$ cat src/rtl/wb_if.sv
// Writeback arbiter bus: pipeline WB request, LSU result handshake and the
// regfile write port, plus the hazard-unit status outputs.
interface wb_if #(
    parameter int XLEN  = 32,
    parameter int DEPTH = 4
);
    localparam int CW = $clog2(DEPTH) + 1;

    logic            alu_we;
    logic [4:0]      alu_rd;
    logic [XLEN-1:0] alu_wd;
    logic            lsu_valid;
    logic            lsu_ready;
    logic [4:0]      lsu_rd;
    logic [XLEN-1:0] lsu_wd;
    logic            we3;
    logic [4:0]      a3;
    logic [XLEN-1:0] wd3;
    logic [31:0]     pend_mask;
    logic [CW-1:0]   buf_count;

    modport master (
        output alu_we, alu_rd, alu_wd, lsu_valid, lsu_rd, lsu_wd,
        input  lsu_ready, we3, a3, wd3, pend_mask, buf_count
    );

    modport slave (
        input  alu_we, alu_rd, alu_wd, lsu_valid, lsu_rd, lsu_wd,
        output lsu_ready, we3, a3, wd3, pend_mask, buf_count
    );
endinterface

$ cat src/rtl/wb_arbiter.sv
// Regfile writeback arbiter: ALU writes win, LSU results queue in a FIFO and
// drain when the port is free. Optional same-cycle LSU bypass: WB_BYPASS_EN.
module wb_arbiter #(
    parameter int XLEN  = 32,
    parameter int DEPTH = 4
) (
    input  logic clk,
    input  logic rst_n,
    wb_if.slave  bus
);
    localparam int PW = $clog2(DEPTH);
    localparam int CW = PW + 1;

    logic [4:0]      r_rd   [DEPTH];
    logic [XLEN-1:0] r_wd   [DEPTH];
    logic [DEPTH-1:0] r_vld;
    logic [PW-1:0]   r_rd_ptr;
    logic [PW-1:0]   r_wr_ptr;
    logic [CW-1:0]   r_count;
    logic [31:0]     r_pend;

    logic             w_alu_wr;
    logic             w_empty;
    logic             w_full;
    logic             w_ready;
    logic             w_pop;
    logic             w_bypass;
    logic             w_push;
    logic             w_push_vld;
    logic [DEPTH-1:0] w_vld_nxt;
    logic [31:0]      w_pend_nxt;

    assign w_alu_wr   = bus.alu_we && (bus.alu_rd != 5'd0);
    assign w_empty    = (r_count == {CW{1'b0}});
    assign w_full     = (r_count == CW'(DEPTH));
    assign w_ready    = rst_n && !w_full;
    assign w_pop      = !w_alu_wr && !w_empty;
`ifdef WB_BYPASS_EN
    assign w_bypass   = !w_alu_wr && w_empty && bus.lsu_valid && (bus.lsu_rd != 5'd0);
`else
    assign w_bypass   = 1'b0;
`endif
    // x0 results complete the handshake but never occupy a slot
    assign w_push     = bus.lsu_valid && w_ready && (bus.lsu_rd != 5'd0) && !w_bypass;
    assign w_push_vld = !(w_alu_wr && (bus.alu_rd == bus.lsu_rd));

    assign bus.lsu_ready = w_ready;
    assign bus.buf_count = r_count;
    assign bus.pend_mask = r_pend;

    // Next-cycle entry valid bits (kill, pop, push) and the derived pending mask
    always_comb begin
        w_vld_nxt  = {DEPTH{1'b0}};
        w_pend_nxt = 32'd0;
        for (int i = 0; i < DEPTH; i++) begin
            if (w_push && (r_wr_ptr == PW'(i))) begin
                w_vld_nxt[i] = w_push_vld;
                w_pend_nxt   = w_pend_nxt | (w_push_vld ? (32'd1 << bus.lsu_rd) : 32'd0);
            end else begin
                w_vld_nxt[i] = r_vld[i]
                             && !(w_alu_wr && (r_rd[i] == bus.alu_rd))
                             && !(w_pop && (r_rd_ptr == PW'(i)));
                w_pend_nxt   = w_pend_nxt | (w_vld_nxt[i] ? (32'd1 << r_rd[i]) : 32'd0);
            end
        end
    end

    // Write-port mux: ALU first, then FIFO head, then (optionally) live LSU result
    always_comb begin
        bus.we3 = 1'b0;
        bus.a3  = 5'd0;
        bus.wd3 = {XLEN{1'b0}};
        if (!rst_n) begin
            bus.we3 = 1'b0;
        end else if (w_alu_wr) begin
            bus.we3 = 1'b1;
            bus.a3  = bus.alu_rd;
            bus.wd3 = bus.alu_wd;
        end else if (!w_empty) begin
            bus.we3 = r_vld[r_rd_ptr];
            bus.a3  = r_rd[r_rd_ptr];
            bus.wd3 = r_wd[r_rd_ptr];
        end else if (w_bypass) begin
            bus.we3 = 1'b1;
            bus.a3  = bus.lsu_rd;
            bus.wd3 = bus.lsu_wd;
        end else begin
            bus.we3 = 1'b0;
        end
    end

    // FIFO storage, pointers, occupancy and pending mask
    always_ff @(posedge clk or negedge rst_n) begin
        if (!rst_n) begin
            r_rd_ptr <= {PW{1'b0}};
            r_wr_ptr <= {PW{1'b0}};
            r_count  <= {CW{1'b0}};
            r_vld    <= {DEPTH{1'b0}};
            r_pend   <= 32'd0;
            for (int i = 0; i < DEPTH; i++) begin
                r_rd[i] <= 5'd0;
                r_wd[i] <= {XLEN{1'b0}};
            end
        end else begin
            if (w_push) begin
                r_rd[r_wr_ptr] <= bus.lsu_rd;
                r_wd[r_wr_ptr] <= bus.lsu_wd;
                r_wr_ptr       <= r_wr_ptr + PW'(1);
            end
            if (w_pop) begin
                r_rd_ptr <= r_rd_ptr + PW'(1);
            end
            r_count <= r_count + CW'(w_push) - CW'(w_pop);
            r_vld   <= w_vld_nxt;
            r_pend  <= w_pend_nxt;
        end
    end
endmodule

$ cat src/flat_wrapper.sv
// flat-port wrapper written by rule: the top's interface ports become plain ports
module wb_arbiter_flat 
#(
    parameter int XLEN  = 32,
    parameter int DEPTH = 4
)
  (clk, rst_n, bus_alu_we, bus_alu_rd, bus_alu_wd, bus_lsu_valid, bus_lsu_rd, bus_lsu_wd, bus_lsu_ready, bus_we3, bus_a3, bus_wd3, bus_pend_mask, bus_buf_count);
  wb_if #(.XLEN(XLEN), .DEPTH(DEPTH)) bus_i ();
  input  logic clk;
  input  logic rst_n;
  input wire logic [$bits(bus_i.alu_we)-1:0] bus_alu_we;
  input wire logic [$bits(bus_i.alu_rd)-1:0] bus_alu_rd;
  input wire logic [$bits(bus_i.alu_wd)-1:0] bus_alu_wd;
  input wire logic [$bits(bus_i.lsu_valid)-1:0] bus_lsu_valid;
  input wire logic [$bits(bus_i.lsu_rd)-1:0] bus_lsu_rd;
  input wire logic [$bits(bus_i.lsu_wd)-1:0] bus_lsu_wd;
  output wire logic [$bits(bus_i.lsu_ready)-1:0] bus_lsu_ready;
  output wire logic [$bits(bus_i.we3)-1:0] bus_we3;
  output wire logic [$bits(bus_i.a3)-1:0] bus_a3;
  output wire logic [$bits(bus_i.wd3)-1:0] bus_wd3;
  output wire logic [$bits(bus_i.pend_mask)-1:0] bus_pend_mask;
  output wire logic [$bits(bus_i.buf_count)-1:0] bus_buf_count;
  assign bus_i.alu_we = bus_alu_we;
  assign bus_i.alu_rd = bus_alu_rd;
  assign bus_i.alu_wd = bus_alu_wd;
  assign bus_i.lsu_valid = bus_lsu_valid;
  assign bus_i.lsu_rd = bus_lsu_rd;
  assign bus_i.lsu_wd = bus_lsu_wd;
  assign bus_lsu_ready = bus_i.lsu_ready;
  assign bus_we3 = bus_i.we3;
  assign bus_a3 = bus_i.a3;
  assign bus_wd3 = bus_i.wd3;
  assign bus_pend_mask = bus_i.pend_mask;
  assign bus_buf_count = bus_i.buf_count;
  wb_arbiter #(.XLEN(XLEN), .DEPTH(DEPTH)) u_core (.clk(clk), .rst_n(rst_n), .bus(bus_i));
endmodule
$ cat config.mk
export PLATFORM = sky130hd
export DESIGN_NAME = wb_arbiter_flat
export DESIGN_NICKNAME = d
export VERILOG_FILES = /design/src/rtl/wb_if.sv /design/src/rtl/wb_arbiter.sv /design/src/flat_wrapper.sv
export SDC_FILE = /design/constraint.sdc
export NUM_CORES = 1
export LEC_CHECK = 0
export ABC_AREA = 0
export CAP_MARGIN = 0
export CORE_UTILIZATION = 50
export CTS_CLUSTER_DIAMETER = 150
export DETAILED_ROUTE_END_ITERATION = 16
export PLACE_DENSITY = 0.77
export SYNTH_ARGS = -nofsm -noshare
export SYNTH_HDL_FRONTEND = slang
export SYNTH_SLANG_ARGS = --single-unit
$ cat constraint.sdc
create_clock -name clk -period 3.4 [get_ports clk]
set_input_delay 1.02 -clock clk [delete_from_list [all_inputs] [get_ports clk]]
set_output_delay 1.02 -clock clk [all_outputs]
set_load 0.02 [all_outputs]
Yosys cells after proc, flatten, opt, wreduce, memory -nomap -nowiden
Index checks and enable logic that the tools add are counted.
{ "word_totals": {"regBits": 191, "inputBits": 78, "out_inout_bits": 74, "word_cells": 126} }
{ "op_classes": {"add_sub_neg": 4, "magnitude_cmp": 4, "eq_ne": 12, "n_shift": 5, "n_mux": 36, "bitwise_logic": 8, "n_reduce_logical": 44} }
{ "op_table": {"columns": ["operator", "n"], "rows": [
  ["$mux W32", 15],
  ["$or A32 B32 Y32", 6],
  ["$shl A1 B5 Y32 const A", 5],
  ["$bwmux W128", 1],
  ["$bmux W32 S2", 1],
  ["$demux W32 S2", 1],
  ["$mux W5", 6],
  ["$logic_and A1 B1 Y1", 27],
  ["$eq A5 B5 Y1", 5],
  ["$bwmux W20", 1],
  ["$logic_not A1 Y1", 12],
  ["$bmux W5 S2", 1],
  ["$demux W5 S2", 1],
  ["$reduce_bool A5 Y1", 2],
  ["$eq A2 B2 Y1 const B", 4],
  ["$mux W1", 8],
  ["$ge A3 B3 Y1 const B", 2],
  ["$not A2 Y3", 2],
  ["$add A2 B1 Y2 const B", 2],
  ["$eq A2 B1 Y1 const B", 2],
  ["$logic_not A2 Y1", 2],
  ["$add A3 B1 Y3", 1],
  ["$eq A3 B3 Y1 const B", 1],
  ["$logic_not A3 Y1", 1],
  ["4 further kinds", 4]
]} }

Logic depth before layout (Yosys ltp)
{ "logic_depth": {"word_depth": 15, "mapped_depth": 12, "ltp_nobuf": 9} }

Worst setup path after synthesis
OpenSTA, ideal clock, no wires.
{ "synth_path": {"path_type": "input to output", "startpoint": "in bus_alu_rd[2]", "endpoint": "out bus_a3[3]", "t_arrival_ps": 2776, "required_time_ps": 2380, "slack_ps": -396, "cell_stages": 7, "n_path_buf": 3, "cell_sequence": "buf_2 -> o21ai_0 -> and3_1 -> buf_2 -> clkbuf_1 -> nand2_1 -> a21boi_0"} }
{ "synth_between": {"elab_chain_len": 4} }
{ "synth_rtl": {"columns": ["item", "line", "rtl"], "rows": [
  ["start, declared", "flat_wrapper.sv:12", "input wire logic [$bits(bus_i.alu_rd)-1:0] bus_alu_rd;"],
  ["$reduce_bool A5 Y1", "wb_arbiter.sv:33", "assign w_alu_wr = bus.alu_we && (bus.alu_rd != 5'd0);"],
  ["$logic_and A1 B1 Y1", "wb_arbiter.sv:33", null],
  ["$mux W5", "wb_arbiter.sv:75", "end else if (w_alu_wr) begin"],
  ["$mux W5", "wb_arbiter.sv:73", "if (!rst_n) begin"],
  ["end, declared", "flat_wrapper.sv:19", "output wire logic [$bits(bus_i.a3)-1:0] bus_a3;"]
]} }
No other way between the ends.

Worst setup path in the final report
{ "layout_path": {"startpoint": "in bus_alu_rd[3]", "endpoint": "out bus_wd3[31]"} }
{ "layout_between": {"elab_chain_len": 4} }
{ "layout_rtl": {"columns": ["item", "line", "rtl"], "rows": [
  ["$reduce_bool A5 Y1", "wb_arbiter.sv:33", null],
  ["$logic_and A1 B1 Y1", "wb_arbiter.sv:33", null],
  ["$mux W32", "wb_arbiter.sv:75", null],
  ["$mux W32", "wb_arbiter.sv:73", null],
  ["end, declared", "flat_wrapper.sv:20", "output wire logic [$bits(bus_i.wd3)-1:0] bus_wd3;"]
]} }
No other way between the ends.

==> impl_metrics.env <==
export IMPL_synth_cells=958
export IMPL_ant_nets=0
export IMPL_grt_max_degree=56
export IMPL_dp_hpwl_um=23100
export IMPL_fin_area_mm2=0.0141
export IMPL_drtIter0Drc=688
export IMPL_peakVddDrop_v=0.000469
export IMPL_ys_warnings_count=0
export IMPL_fillCellCount=1496
export IMPL_critical_path_class="in -> out"
export IMPL_drtPass1Iterations=7
export IMPL_drive_gt1_share_pct=36.1
export IMPL_required_ps=2380
export IMPL_cts_sinks=191
export IMPL_track_usage_pct=31.2
export IMPL_top_layer="met4"
export IMPL_violations="setup timing"
export IMPL_grt_first_pass_wirelength_um=51700
export IMPL_postSynthAreaPerCell_um2=11.0
export IMPL_die_w_um=147
export IMPL_seqCellArea_mm2=0.00478
export IMPL_antenna_cells=0
export IMPL_first_global_vias=9307
export IMPL_setup_slack_ps=-161
export IMPL_fmax_mhz=281
export IMPL_num_vias=8971
export IMPL_syn2layout_area_growth_pct=33.5
export IMPL_worstPathMaxFanout=17
export IMPL_tightest_slew_ps=1190
export IMPL_placed_cell_area_mm2=0.0131
export IMPL_cap_violations=0
export IMPL_viasPerCell=6.17
export IMPL_dr_wl_met3_um=2240
export IMPL_clk_latency_ps=450
export IMPL_p_leak_nw=6.09
export IMPL_worst_r2r_path_depth=6
export IMPL_holdPathStages=2
export IMPL_crit_arrival_ps=2540
export IMPL_routed_wirelength_um=32700
export IMPL_fp_coreArea_mm2=0.0204
export IMPL_multi_input_area_mm2=0.00561
export IMPL_end_kind="primary output"
export IMPL_final_util_pct=68.8
export IMPL_critPathLaunch="bus_alu_rd[3]"
export IMPL_finalCriticalPeriod_ps=3560
export IMPL_syn_area_mm2=0.0105
export IMPL_dieHeight_um=147
export IMPL_nets=1260
export IMPL_port_buffers=151
export IMPL_hp_class="reg -> reg"
export IMPL_drv_slew=0
export IMPL_tns_ps=-3300
export IMPL_yosysSeqAreaShare_pct=45.4
export IMPL_p_per_area_mw_per_mm2=818
export IMPL_cts_buffers=17
export IMPL_hold_ws_ps=479
export IMPL_pin_count=152
export IMPL_met2_wirelength_um=16300
export IMPL_antenna_found_initial=0
export IMPL_slew_headroom_pct=19.8
export IMPL_wl_met1_um=13000
export IMPL_overflow=0
export IMPL_globalplace_congestion=1.00
export IMPL_ys_flop_type="dfrtp_1"
export IMPL_cts_tree="done"
export IMPL_synth_top_area_share_pct=45.4
export IMPL_syn_nets=1047
export IMPL_ctsHoldBuffers=0
export IMPL_num_rows=52
export IMPL_total_power_mw=11.5
export IMPL_ys_seq_elements=191
export IMPL_status="finished with violations"
export IMPL_finalSetupViolCount=32
export IMPL_synthArstFlopShare_pct=100
export IMPL_cts_buffer_depth=2
export IMPL_rsz0062_at_grt="true"
export IMPL_initial_core_util_pct=51.5
export IMPL_ctsRootBufferMaster="clkbuf_16"
export IMPL_report_final_hold_viol_count=0
export IMPL_die_area_mm2=0.0216
export IMPL_post_route_period_util_pct=105
export IMPL_synth_edf_count=0
export IMPL_synth_cell_type_count=69
export IMPL_final_setup_skew_ps=10.0
export IMPL_wire_per_inst_um=22.5
export IMPL_r2r_start="u_core.bus.buf_count[2]"
export IMPL_yosysTopAreaCell="dfrtp_1"
export IMPL_clkSlewWorstSetupHoldPaths_ps=80
export IMPL_ys_top_cells_by_area="dfrtp_1 (45%), mux2_2 (11%), mux4_2 (8.1%), nand2_1 (5.4%), a22oi_1 (3.0%)"
export IMPL_drc_errors=0
export IMPL_hp_start="u_core.r_wd[93]"
export IMPL_cts_max_level=4
export IMPL_setup_worst_path_start_class="input port"
-- final timing paths --
path	to	slack [ps]
setup / recovery	bus_wd3[31]	-160
hold / removal	u_core.r_wd[93]	480
setup reg to reg	u_core.bus.pend_mask[0]	670
hold reg to reg	u_core.r_wd[93]	480
max in group asynchronous	u_core.r_rd[13]	1900
min in group asynchronous	u_core.bus.pend_mask[0]	580
-- power breakdown --
| group | internal (mW) | leakage, nW | switching, mW | total, mW |
|---|---|---|---|---|
| sequential | 3.27 | 2.39 | 0.718 | 3.99 |
| combinational | 2.70 | 3.41 | 2.74 | 5.44 |
| clock | 1.02 | 0.301 | 1.05 | 2.06 |
-- critical path, cell delays in order --
cell,delay (ps)
buf_6,90
or4_4,540
o21a_4,280
buf_12,180
a22oi_2,200
nor2b_1,60
buf_2,160
-- cell type report --
class,instances,area share (%)
Inverter,16,0.427
Tap cell,270,2.40
Sequential cell,191,34.0
Clock buffer,17,3.03
Multi-Input combinational cell,673,39.9
Timing Repair Buffer,272,18.8
Clock inverter,15,1.42
-- logic make-up (layout without fill, tap and decap cells) --
| kind of cell | count (synthesis) | count (layout) | synth area share (%) |
|---|---|---|---|
| compound gates | 137 | 137 | 10.4 |
| buf+inv | 94 | 320 | 4.24 |
| fa+ha+maj | 11 | 11 | 1.38 |
| mux | 140 | 140 | 19.0 |
| simple gates | 356 | 356 | 17.1 |
| xor+xnor | 29 | 29 | 2.41 |
| flops | 191 | 191 | 45.4 |
-- synthesized netlist by cell type (6+ instances only) --
master and instances:
a221o_1 7, a22oi_1 42, a32oi_1 14, and2_1 8, and3_1 13, and4_1 6, buf_2 26, buf_4 6
clkbuf_1 38, dfrtp_1 191, ha_1 10, inv_1 16, mux2_2 102, mux4_2 38, nand2_1 151, nand3_1 28
nand4_1 23, nor2_1 25, nor2b_1 44, nor3_1 14, nor3b_1 7, nor4_1 8, o211ai_1 7, o21ai_0 21
o221ai_1 6, xnor2_1 19, xor2_1 10
-- state kept, by name, summed over array words and instances (netlist names) --
signal,count
u_core.bus.pend_mask,32
u_core.r_wr_ptr,2
u_core.r_wd,128
u_core.bus.buf_count,3
u_core.r_rd_ptr,2
u_core.r_vld,4
u_core.r_rd,20
-- layer usage --
layer,up-vias,GRT usage [%]
met4,0,11.9
met5,-,0
li1,3928,-
met2,443,53.0
met1,4512,39.3
met3,88,6.37
-- through the flow --
step                setup slack [ps]  instances
CTS                             -178       1451
global placement                -825       1414
floorplan                      -34.3        958
global route                    -182       1454
finish                          -161       1454
detailed placement              -906       1414
-- placed cells by master (no fill, tap or decap), types with 5 or more instances in the layout --
cell type	netlist	routed
a221o_1	7	7
a22oi_1	42	10
a22oi_2	0	32
a32oi_1	14	14
and2_1	8	8
and3_1	13	12
and4_1	6	6
buf_12	0	13
buf_2	26	13
buf_4	6	102
buf_6	5	29
clkbuf_16	0	19
clkdlybuf4s50_1	0	106
clkinv_8	0	5
dfrtp_1	191	189
ha_1	10	10
inv_1	16	16
mux2_2	102	102
mux4_2	38	38
nand2_1	151	151
nand3_1	28	28
nand3b_1	5	5
nand4_1	23	23
nor2_1	25	25
nor2b_1	44	10
nor2b_2	0	34
nor3_1	14	14
nor3b_1	7	7
nor4_1	8	8
o211ai_1	7	7
o21ai_0	21	20
o221ai_1	6	6
xnor2_1	19	19
xor2_1	10	10
-- what timing repair did --
| item | in CTS | in global routing |
|---|---|---|
| gates resized for setup | 239 | 30 |
| setup endpoints to repair | 38 | 35 |
| buffers inserted | 3 | 1 |
| pin swaps | 6 | 20 |
| gates cloned | 2 | 2 |
No activity file was read; power rests on OpenSTA's default activity.
